### src/rtl/bcd_to_bin_loader_pkg.sv
// Shared types and helpers for the BCD -> binary loader.
package bcd_pkg;

  typedef logic [3:0] bcd_digit_t;

  typedef enum logic [1:0] {IDLE, ACCUM, DONE} b2b_state_t;

  localparam bcd_digit_t BCD_MAX = 4'd9;

  // acc*10 + digit built from shifts. The width is fixed at 64 bits so one
  // helper serves any result width; callers truncate to their own width,
  // which is exact because the low bits of a product depend only on the
  // low bits of its operands.
  function automatic logic [63:0] mul10_add(input logic [63:0] acc,
                                            input bcd_digit_t  digit);
    return (acc << 3) + (acc << 1) + {60'd0, digit};
  endfunction

endpackage

### src/rtl/bcd_to_bin_loader_if.sv
// Request/result handshake bundle for bcd_to_bin_loader.
// slave = converter side, master = producer/consumer side.
interface bcd_to_bin_loader_if #(
  parameter int N_DIGITS = 6,
  parameter int BIN_W    = 20
);
  logic                    in_valid;
  logic                    in_ready;
  logic [4*N_DIGITS-1:0]   bcd_in;
  logic                    out_valid;
  logic                    out_ready;
  logic [BIN_W-1:0]        bin_out;
  logic                    err;

  modport slave (
    input  in_valid, bcd_in, out_ready,
    output in_ready, out_valid, bin_out, err
  );

  modport master (
    output in_valid, bcd_in, out_ready,
    input  in_ready, out_valid, bin_out, err
  );
endinterface

### src/rtl/bcd_to_bin_loader_mac10.sv
// One decimal step: acc*10 + digit, plus a flag for a non-decimal digit.
module bcd_mac10
  import bcd_pkg::*;
#(
  parameter int W = 20
) (
  input  logic [W-1:0] acc_i,
  input  bcd_digit_t   digit_i,
  output logic [W-1:0] acc_o,
  output logic         bad_o
);

  assign acc_o = W'(mul10_add(64'(acc_i), digit_i));
  assign bad_o = (digit_i > BCD_MAX);

endmodule

### src/rtl/bcd_to_bin_loader.sv
// Sequential BCD -> binary converter, one digit per clock, MSD first.
// Optional build macro DIGIT_CHECK_EN: flag digits >9 (err=1, bin_out=0).
module bcd_to_bin_loader
  import bcd_pkg::*;
#(
  parameter int N_DIGITS = 6,
  parameter int BIN_W    = 20
) (
  input  logic                 clk,
  input  logic                 reset,
  bcd_to_bin_loader_if.slave   bus
);

  localparam int IDX_W = (N_DIGITS > 1) ? $clog2(N_DIGITS) : 1;

`ifdef DIGIT_CHECK_EN
  localparam logic CHK = 1'b1;
`else
  localparam logic CHK = 1'b0;
`endif

  b2b_state_t            state_q, state_d;
  logic [4*N_DIGITS-1:0] cap_q, cap_d;
  logic [IDX_W-1:0]      idx_q, idx_d;
  logic [BIN_W-1:0]      acc_q, acc_d;
  logic [BIN_W-1:0]      bin_q, bin_d;
  logic                  err_q, err_d;
  logic                  flag_q, flag_d;

  bcd_digit_t            digit;
  logic [BIN_W-1:0]      mac_acc;
  logic                  mac_bad;
  logic                  bad_any;

  assign digit = cap_q[{idx_q, 2'b00} +: 4];

  bcd_mac10 #(.W(BIN_W)) u_mac (
    .acc_i   (acc_q),
    .digit_i (digit),
    .acc_o   (mac_acc),
    .bad_o   (mac_bad)
  );

  // Sticky bad-digit indication including the digit being accumulated now;
  // forced low when the check is compiled out.
  assign bad_any = CHK & (flag_q | mac_bad);

  // State and datapath registers.
  always_ff @(posedge clk or posedge reset) begin
    if (reset) begin
      state_q <= IDLE;
      cap_q   <= '0;
      idx_q   <= '0;
      acc_q   <= '0;
      bin_q   <= '0;
      err_q   <= 1'b0;
      flag_q  <= 1'b0;
    end else begin
      state_q <= state_d;
      cap_q   <= cap_d;
      idx_q   <= idx_d;
      acc_q   <= acc_d;
      bin_q   <= bin_d;
      err_q   <= err_d;
      flag_q  <= flag_d;
    end
  end

  // Next-state and datapath update for IDLE -> ACCUM -> DONE -> IDLE.
  always_comb begin
    state_d = state_q;
    cap_d   = cap_q;
    idx_d   = idx_q;
    acc_d   = acc_q;
    bin_d   = bin_q;
    err_d   = err_q;
    flag_d  = flag_q;
    unique case (state_q)
      IDLE: begin
        if (bus.in_valid) begin
          cap_d   = bus.bcd_in;
          acc_d   = '0;
          idx_d   = IDX_W'(N_DIGITS - 1);
          flag_d  = 1'b0;
          err_d   = 1'b0;
          state_d = ACCUM;
        end
      end
      ACCUM: begin
        acc_d  = mac_acc;
        flag_d = bad_any;
        idx_d  = idx_q - IDX_W'(1);
        // Digit 0 is being folded in: publish the result this edge.
        if (idx_q == '0) begin
          bin_d   = bad_any ? '0 : mac_acc;
          err_d   = bad_any;
          state_d = DONE;
        end
      end
      DONE: begin
        if (bus.out_ready) state_d = IDLE;
      end
      default: state_d = IDLE;
    endcase
  end

  assign bus.in_ready  = (state_q == IDLE);
  assign bus.out_valid = (state_q == DONE);
  assign bus.bin_out   = bin_q;
  assign bus.err       = err_q;

endmodule
### src/flat_wrapper.sv
// flat-port wrapper written by rule: the top's interface ports become plain ports
module bcd_to_bin_loader_flat import bcd_pkg::*;
#(
  parameter int N_DIGITS = 6,
  parameter int BIN_W    = 20
)
  (clk, reset, bus_in_valid, bus_bcd_in, bus_out_ready, bus_in_ready, bus_out_valid, bus_bin_out, bus_err);
  bcd_to_bin_loader_if #(.N_DIGITS(N_DIGITS), .BIN_W(BIN_W)) bus_i ();
  input  logic clk;
  input  logic reset;
  input wire logic [$bits(bus_i.in_valid)-1:0] bus_in_valid;
  input wire logic [$bits(bus_i.bcd_in)-1:0] bus_bcd_in;
  input wire logic [$bits(bus_i.out_ready)-1:0] bus_out_ready;
  output wire logic [$bits(bus_i.in_ready)-1:0] bus_in_ready;
  output wire logic [$bits(bus_i.out_valid)-1:0] bus_out_valid;
  output wire logic [$bits(bus_i.bin_out)-1:0] bus_bin_out;
  output wire logic [$bits(bus_i.err)-1:0] bus_err;
  assign bus_i.in_valid = bus_in_valid;
  assign bus_i.bcd_in = bus_bcd_in;
  assign bus_i.out_ready = bus_out_ready;
  assign bus_in_ready = bus_i.in_ready;
  assign bus_out_valid = bus_i.out_valid;
  assign bus_bin_out = bus_i.bin_out;
  assign bus_err = bus_i.err;
  bcd_to_bin_loader #(.N_DIGITS(N_DIGITS), .BIN_W(BIN_W)) u_core (.clk(clk), .reset(reset), .bus(bus_i));
endmodule
### config.mk
export PLATFORM = sky130hd
export DESIGN_NAME = bcd_to_bin_loader_flat
export DESIGN_NICKNAME = d
export VERILOG_FILES = /design/src/rtl/bcd_to_bin_loader_pkg.sv /design/src/rtl/bcd_to_bin_loader_if.sv /design/src/rtl/bcd_to_bin_loader_mac10.sv /design/src/rtl/bcd_to_bin_loader.sv /design/src/flat_wrapper.sv
export SDC_FILE = /design/constraint.sdc
export NUM_CORES = 1
export LEC_CHECK = 0
export ABC_CLOCK_PERIOD_IN_PS = 3750
export BUFFER_PORTS_ARGS = -buffer_cell sky130_fd_sc_hd__buf_4
export CAP_MARGIN = 20
export CORE_AREA = 2 2 87 89
export CTS_CLUSTER_DIAMETER = 80
export CTS_CLUSTER_SIZE = 14
export DETAILED_ROUTE_END_ITERATION = 6
export DIE_AREA = 0 0 89 91
export PLACE_DENSITY = 0.76
export SETUP_SLACK_MARGIN = 0.5
export SLEW_MARGIN = 10
export SYNTH_ARGS = -nofsm -noshare
export SYNTH_HDL_FRONTEND = slang
export SYNTH_SLANG_ARGS = --single-unit
### constraint.sdc
create_clock -name clk -period 3.75 [get_ports clk]
set_input_delay 0.75 -clock clk [delete_from_list [all_inputs] [get_ports clk]]
set_output_delay 0.75 -clock clk [all_outputs]
set_load 0.05 [all_outputs]
# Yosys cells after proc, flatten, opt, wreduce, memory -nomap -nowiden

Index checks and enable logic that the tools add are counted.

Reduce and logical (&&, ||, !) cells: 8
Add/subtract/negate cells: 3
Equality and inequality tests: 5
Multiplexer cells: 11
Shift-type cells: 1

Operator list:

| kind                  | count |
|---|---|
| $pmux W19 S2          | 1 |
| $shiftx A24 B6 Y4     | 1 |
| $add A20 B20 Y20      | 1 |
| $add A20 B4 Y20       | 1 |
| $mux W19              | 1 |
| $mux W2               | 3 |
| $pmux W2 S3           | 1 |
| $pmux W3 S2           | 1 |
| $reduce_and A2 Y1     | 3 |
| $reduce_and A3 Y1     | 2 |
| $ne A2 B2 Y1 const B  | 2 |
| $logic_not A3 Y1      | 1 |
| $mux W3               | 1 |
| $sub A3 B1 Y3 const B | 1 |
| $eq A2 B1 Y1 const B  | 1 |
| $eq A2 B2 Y1 const B  | 1 |
| $logic_not A2 Y1      | 1 |
| $mux W1               | 2 |
| $ne A2 B1 Y1 const B  | 1 |
| $pmux W1 S2           | 1 |
| $reduce_bool A2 Y1    | 1 |

Bits of input ports: 28
Output and inout port bits: 23
Flip-flop bits (word level): 69

# Depth between registers and ports, before layout

Depth after elaboration: 3
Gate-level depth with buffers: 13
Mapped depth without buffers: 13

# Cells and area by module

From an unflattened synthesis, not the netlist that was laid out.

Cells, all modules: 374
Area, all modules: 4,160.2 um^2

By module, submodules not included:

| module            | cells each | instances | area each (um^2) |
|---|---|---|---|
| bcd_to_bin_loader | 234        | 1         | 2,992.9 |
| bcd_mac10         | 140        | 1         | 1,167.4 |

# Worst setup path after synthesis

Ideal clock, no wire load.

Path kind: reg2reg
Start: reg u_core.idx_q[0]
End: reg u_core.bin_q[18] (netlist: u_core.bus.bin_out[18])
Slack: 396 ps
Buffers on the path: 1
Data arrival time: 3,268 ps
Clock period less this slack: 3,354 ps
Cell stages (with the launch flop): 14
Cell sequence: dfrtp_1 -> buf_2 -> mux4_2 -> nand2_1 -> o21ai_0 -> ha_1 -> ha_1 -> fa_1 -> a21o_2 -> a221oi_4 -> o21ai_2 -> a21bo_1 -> and4b_1 -> nor3_1

Longest elaborated chain between the ends: 2
Elaborated cells on any way between the ends: 4

Ends and longest elaborated chain:

| element                                               | RTL line                                         | source |
|---|---|---|
| start: declaration                                    | bcd_to_bin_loader.sv:24                          | `logic [IDX_W-1:0] idx_q, idx_d;` |
| start signal: assignment                              | bcd_to_bin_loader.sv:61                          | `idx_q <= idx_d;` |
| $shiftx A24 B6 Y4 or $logic_not A3 Y1 (tied branches) | bcd_to_bin_loader.sv:35, bcd_to_bin_loader.sv:94 |  |
| $add A20 B4 Y20 or $reduce_and A2 Y1 (tied branches)  | --                                               |  |
| end signal: assignment                                | bcd_to_bin_loader.sv:63                          | `bin_q <= bin_d;` |
| end: declaration                                      | bcd_to_bin_loader.sv:26                          | `logic [BIN_W-1:0] bin_q, bin_d;` |

Several ways; a longest one is shown, not always the timed one.
A chain may end at the register's enable or synchronous reset.

# Worst setup path in the final report

Start: reg u_core.idx_q[0]
End: reg u_core.acc_q[18]

Longest elaborated chain between the ends: 3

Ends and longest elaborated chain:

| element                | RTL line                    | source |
|---|---|---|
| $shiftx A24 B6 Y4      | bcd_to_bin_loader.sv:35     | `assign digit = cap_q[{idx_q, 2'b00} +: 4];` |
| $add A20 B4 Y20        | bcd_to_bin_loader_pkg.sv:16 | `return (acc << 3) + (acc << 1) + {60'd0, digit};` |
| $pmux W19 S2           | bcd_to_bin_loader.sv:78     | `unique case (state_q)` |
| end signal: assignment | bcd_to_bin_loader.sv:54     | `acc_q <= '0;` |
| end signal: assignment | bcd_to_bin_loader.sv:62     | `acc_q <= acc_d;` |
| end: declaration       | bcd_to_bin_loader.sv:25     | `logic [BIN_W-1:0] acc_q, acc_d;` |

Every way passes these cells.

==> results_dict.tcl <==
set metrics [dict create \
    overflow 0 \
    fin_worst_skew_ns 0.0100 \
    rsz0062_at_grt "true" \
    critPathSlowestCell "mux4_2" \
    netlist_area_sq_um 3870 \
    wl_mm 8.59 \
    drv_slew 0 \
    fin_nets 545 \
    synthDistinctLibCells 50 \
    grt_use_total_pct 23.1 \
    required_ns 3.99 \
    async_reset_ff_share_pct 100 \
    synth_top_cell_by_area "dfrtp_1" \
    grt_pass1_wl_mm 14.6 \
    critical_path.max_stage_delay_ns 0.52 \
    grt_antenna_before_repair 0 \
    finalWeightedCongestion 0.836 \
    drt_iter0_drc 139 \
    startpoint_type "flop" \
    drcViolationCount 0 \
    synth_top_area_share_pct 43.9 \
    crit_arrival_ns 3.57 \
    root_buffer "clkbuf_8" \
    critPathMaxFanout 3 \
    route.antenna.remaining_nets 0 \
    clkLatencyLatePin_ns 0.35 \
    synth-seq-cells 68 \
    clock-sinks 68 \
    clkTransAtPathRegs_ns 0.07 \
    synth_edf_count 0 \
    drive_gt1_share_pct 22.8 \
    max_freq_mhz 300 \
    synth_cells 421 \
    cts_buffer_depth 2 \
    vias 3098 \
    min_period_over_period_pct 88.8 \
    drt_pass1_iterations 4 \
    core_area_sq_um 7140 \
    die_area_sq_um 8100 \
    crit_top_cell "nand2_1" \
    criticalPathCategory "reg -> reg" \
    synth_ff_type "dfrtp_1" \
    setup_violations 0 \
    h-tree-depth 3 \
    antenna_cells 0 \
    synthTopCellsByCount "nand2_1 (121), dfrtp_1 (68), o21ai_0 (45)" \
    status "completed" \
    synthTopCellsByArea "dfrtp_1 (44%), nand2_1 (12%), ha_1 (12%), o21ai_0 (5.8%), a21oi_1 (2.6%)" \
    port_buffers 49 \
    fp.dieH_microns 91 \
    place.detailed.hpwl_mm 6.23 \
    critPathBufInv 1 \
    synth_nets 487 \
    hp-class "in -> async" \
    start_util_pct 54.3 \
    cts_hold_buf 0 \
    relSlewSlack_pct 57.3 \
    cp_cell_sequence "mux4_2 > nand2_1 > o21ai_1 > ha_1 > ha_4 > fa_2 > a21o_4 > a221oi_4 > o21ai_2 > a21bo_2 > buf_6 > mux2i_1 > nand2_1" \
    hold_viol_final 0 \
    setup-tns-final_ns 0 \
    maxCapViolations 0 \
    ios 51 \
    ys_warn_count 0 \
    post_drt_via_cell_ratio 5.33 \
    crit_family "compound AO/OA/AOI/OAI gates" \
    cts_made_buffers 9 \
    grt_max_degree 39 \
    cp-end-kind "flop" \
    synth_most_common_cell "nand2_1" \
    yosysSeqAreaShare_pct 43.9 \
    cts_tree "done" \
    die_w_microns 89 \
    area_growth_pct 21.2 \
    syn_area_per_cell_sq_um 9.20 \
    tightest_slew_ns 0.639 \
    drt-wirelength-per-cell_microns 14.8 \
    grt_pass1_vias 3207 \
    fp-row-count 31 \
    post-route-min-period_ns 3.33 \
]
-- flip-flops by register name, summed over array words and instances (netlist names) --
register,count
u_core.acc_q,19
u_core.bus.bin_out,20
u_core.cap_q,24
u_core.idx_q,3
u_core.state_q,2
-- per-stage QoR --
step / instance area, sq um / hold WS (ns) / utilization, % / worst slack [ns] / std cells
after floorplan: 3880 / 0.440 / - / 0.512 / 421
after global placement: 4330 / 0.455 / 60.7 / 0.202 / 557
after detailed placement: 4330 / 0.466 / 60.7 / 0.103 / 557
after CTS: 4620 / 0.331 / 64.7 / 0.416 / 579
after global routing: 4700 / 0.348 / 65.8 / 0.296 / 581
final: 4700 / 0.339 / 65.8 / 0.418 / 581
-- metal layers --
metal  wire length [microns]  global-route usage [%]  up-vias
li1                        -                       -     1549
met1                    3650                    29.2     1474
met2                    4470                    38.9       59
met3                     335                    4.55       16
met4                     135                    7.96        0
met5                       0                       0        -
-- worst register-to-register path: cells and delay by family, from the launching register on --
kind | cells | cell delay [ns]
AO/OA/AOI/OAI | 5 | 1.00
buffers and inverters | 1 | 0.12
adder cells (fa/ha/maj) | 3 | 0.90
multiplexers | 2 | 0.66
AND/OR/NAND/NOR | 2 | 0.14
flip-flops | 1 | 0.41
-- final timing paths --
path | slack [ns] | from | to | cells after the start
setup / recovery | 0.42 | u_core.idx_q[0] | u_core.acc_q[18] | 13
hold / removal | 0.34 | reset | u_core.cap_q[22] | 2
setup reg to reg | 0.42 | u_core.idx_q[0] | u_core.acc_q[18] | 13
hold reg to reg | 0.47 | u_core.cap_q[7] | u_core.cap_q[7] | 2
max in group asynchronous | 2.72 | reset | u_core.idx_q[0] | 3
min in group clk | 0.47 | u_core.cap_q[7] | u_core.cap_q[7] | 2
-- final cells by class --
| type | instances | area, sq um |
|---|---|---|
| Sequential cell | 68 | 1700 |
| Multi-Input combinational cell | 324 | 2160 |
| Clock buffer | 11 | 141 |
| Fill cell | 622 | 2440 |
| Clock inverter | 3 | 15.0 |
| Timing Repair Buffer | 65 | 515 |
| Tap cell | 99 | 124 |
| Inverter | 11 | 41.3 |
-- cells by family after synthesis --
group | count (synthesis) | synth area share [%]
buffers and inverters | 29 | 3.13
AOI/OAI and AO/OA | 90 | 14.4
xor gates and xnor gates | 16 | 3.62
and+or+nand+nor | 170 | 18.5
adders and majority gates | 38 | 12.7
DFF | 68 | 43.9
muxes | 9 | 3.62
other | 1 | 0.0968
-- placed cells by master (no fill, tap or decap), types with 2 or more instances in the layout --
cell type    n
o31ai_1      2
nor3_2       2
nand2_1    121
clkbuf_8    10
o21ai_1      5
a21oi_1     18
nor2_1      11
mux2i_1      5
nand2b_1     3
xnor2_1      9
inv_1        9
o21a_1       5
dfrtp_1     67
nor2b_1      3
ha_4         2
nand4_1      2
o21ai_0     39
buf_4       61
buf_6        2
ha_1        33
mux4_2       4
nand3_1     14
o21ai_2      2
xor2_1       6
and2_1       5
nor3_1       2
clkinv_2     3
inv_2        2
-- timing repair --
item | in CTS | in global routing
setup endpoints to repair | 19 | 20
pin swaps | 15 | 8
resized for setup | 14 | 15
setup buffers | 8 | 1
Power is not shown: default switching activity piles up to over one toggle a cycle in this logic, so the estimate is an artifact.
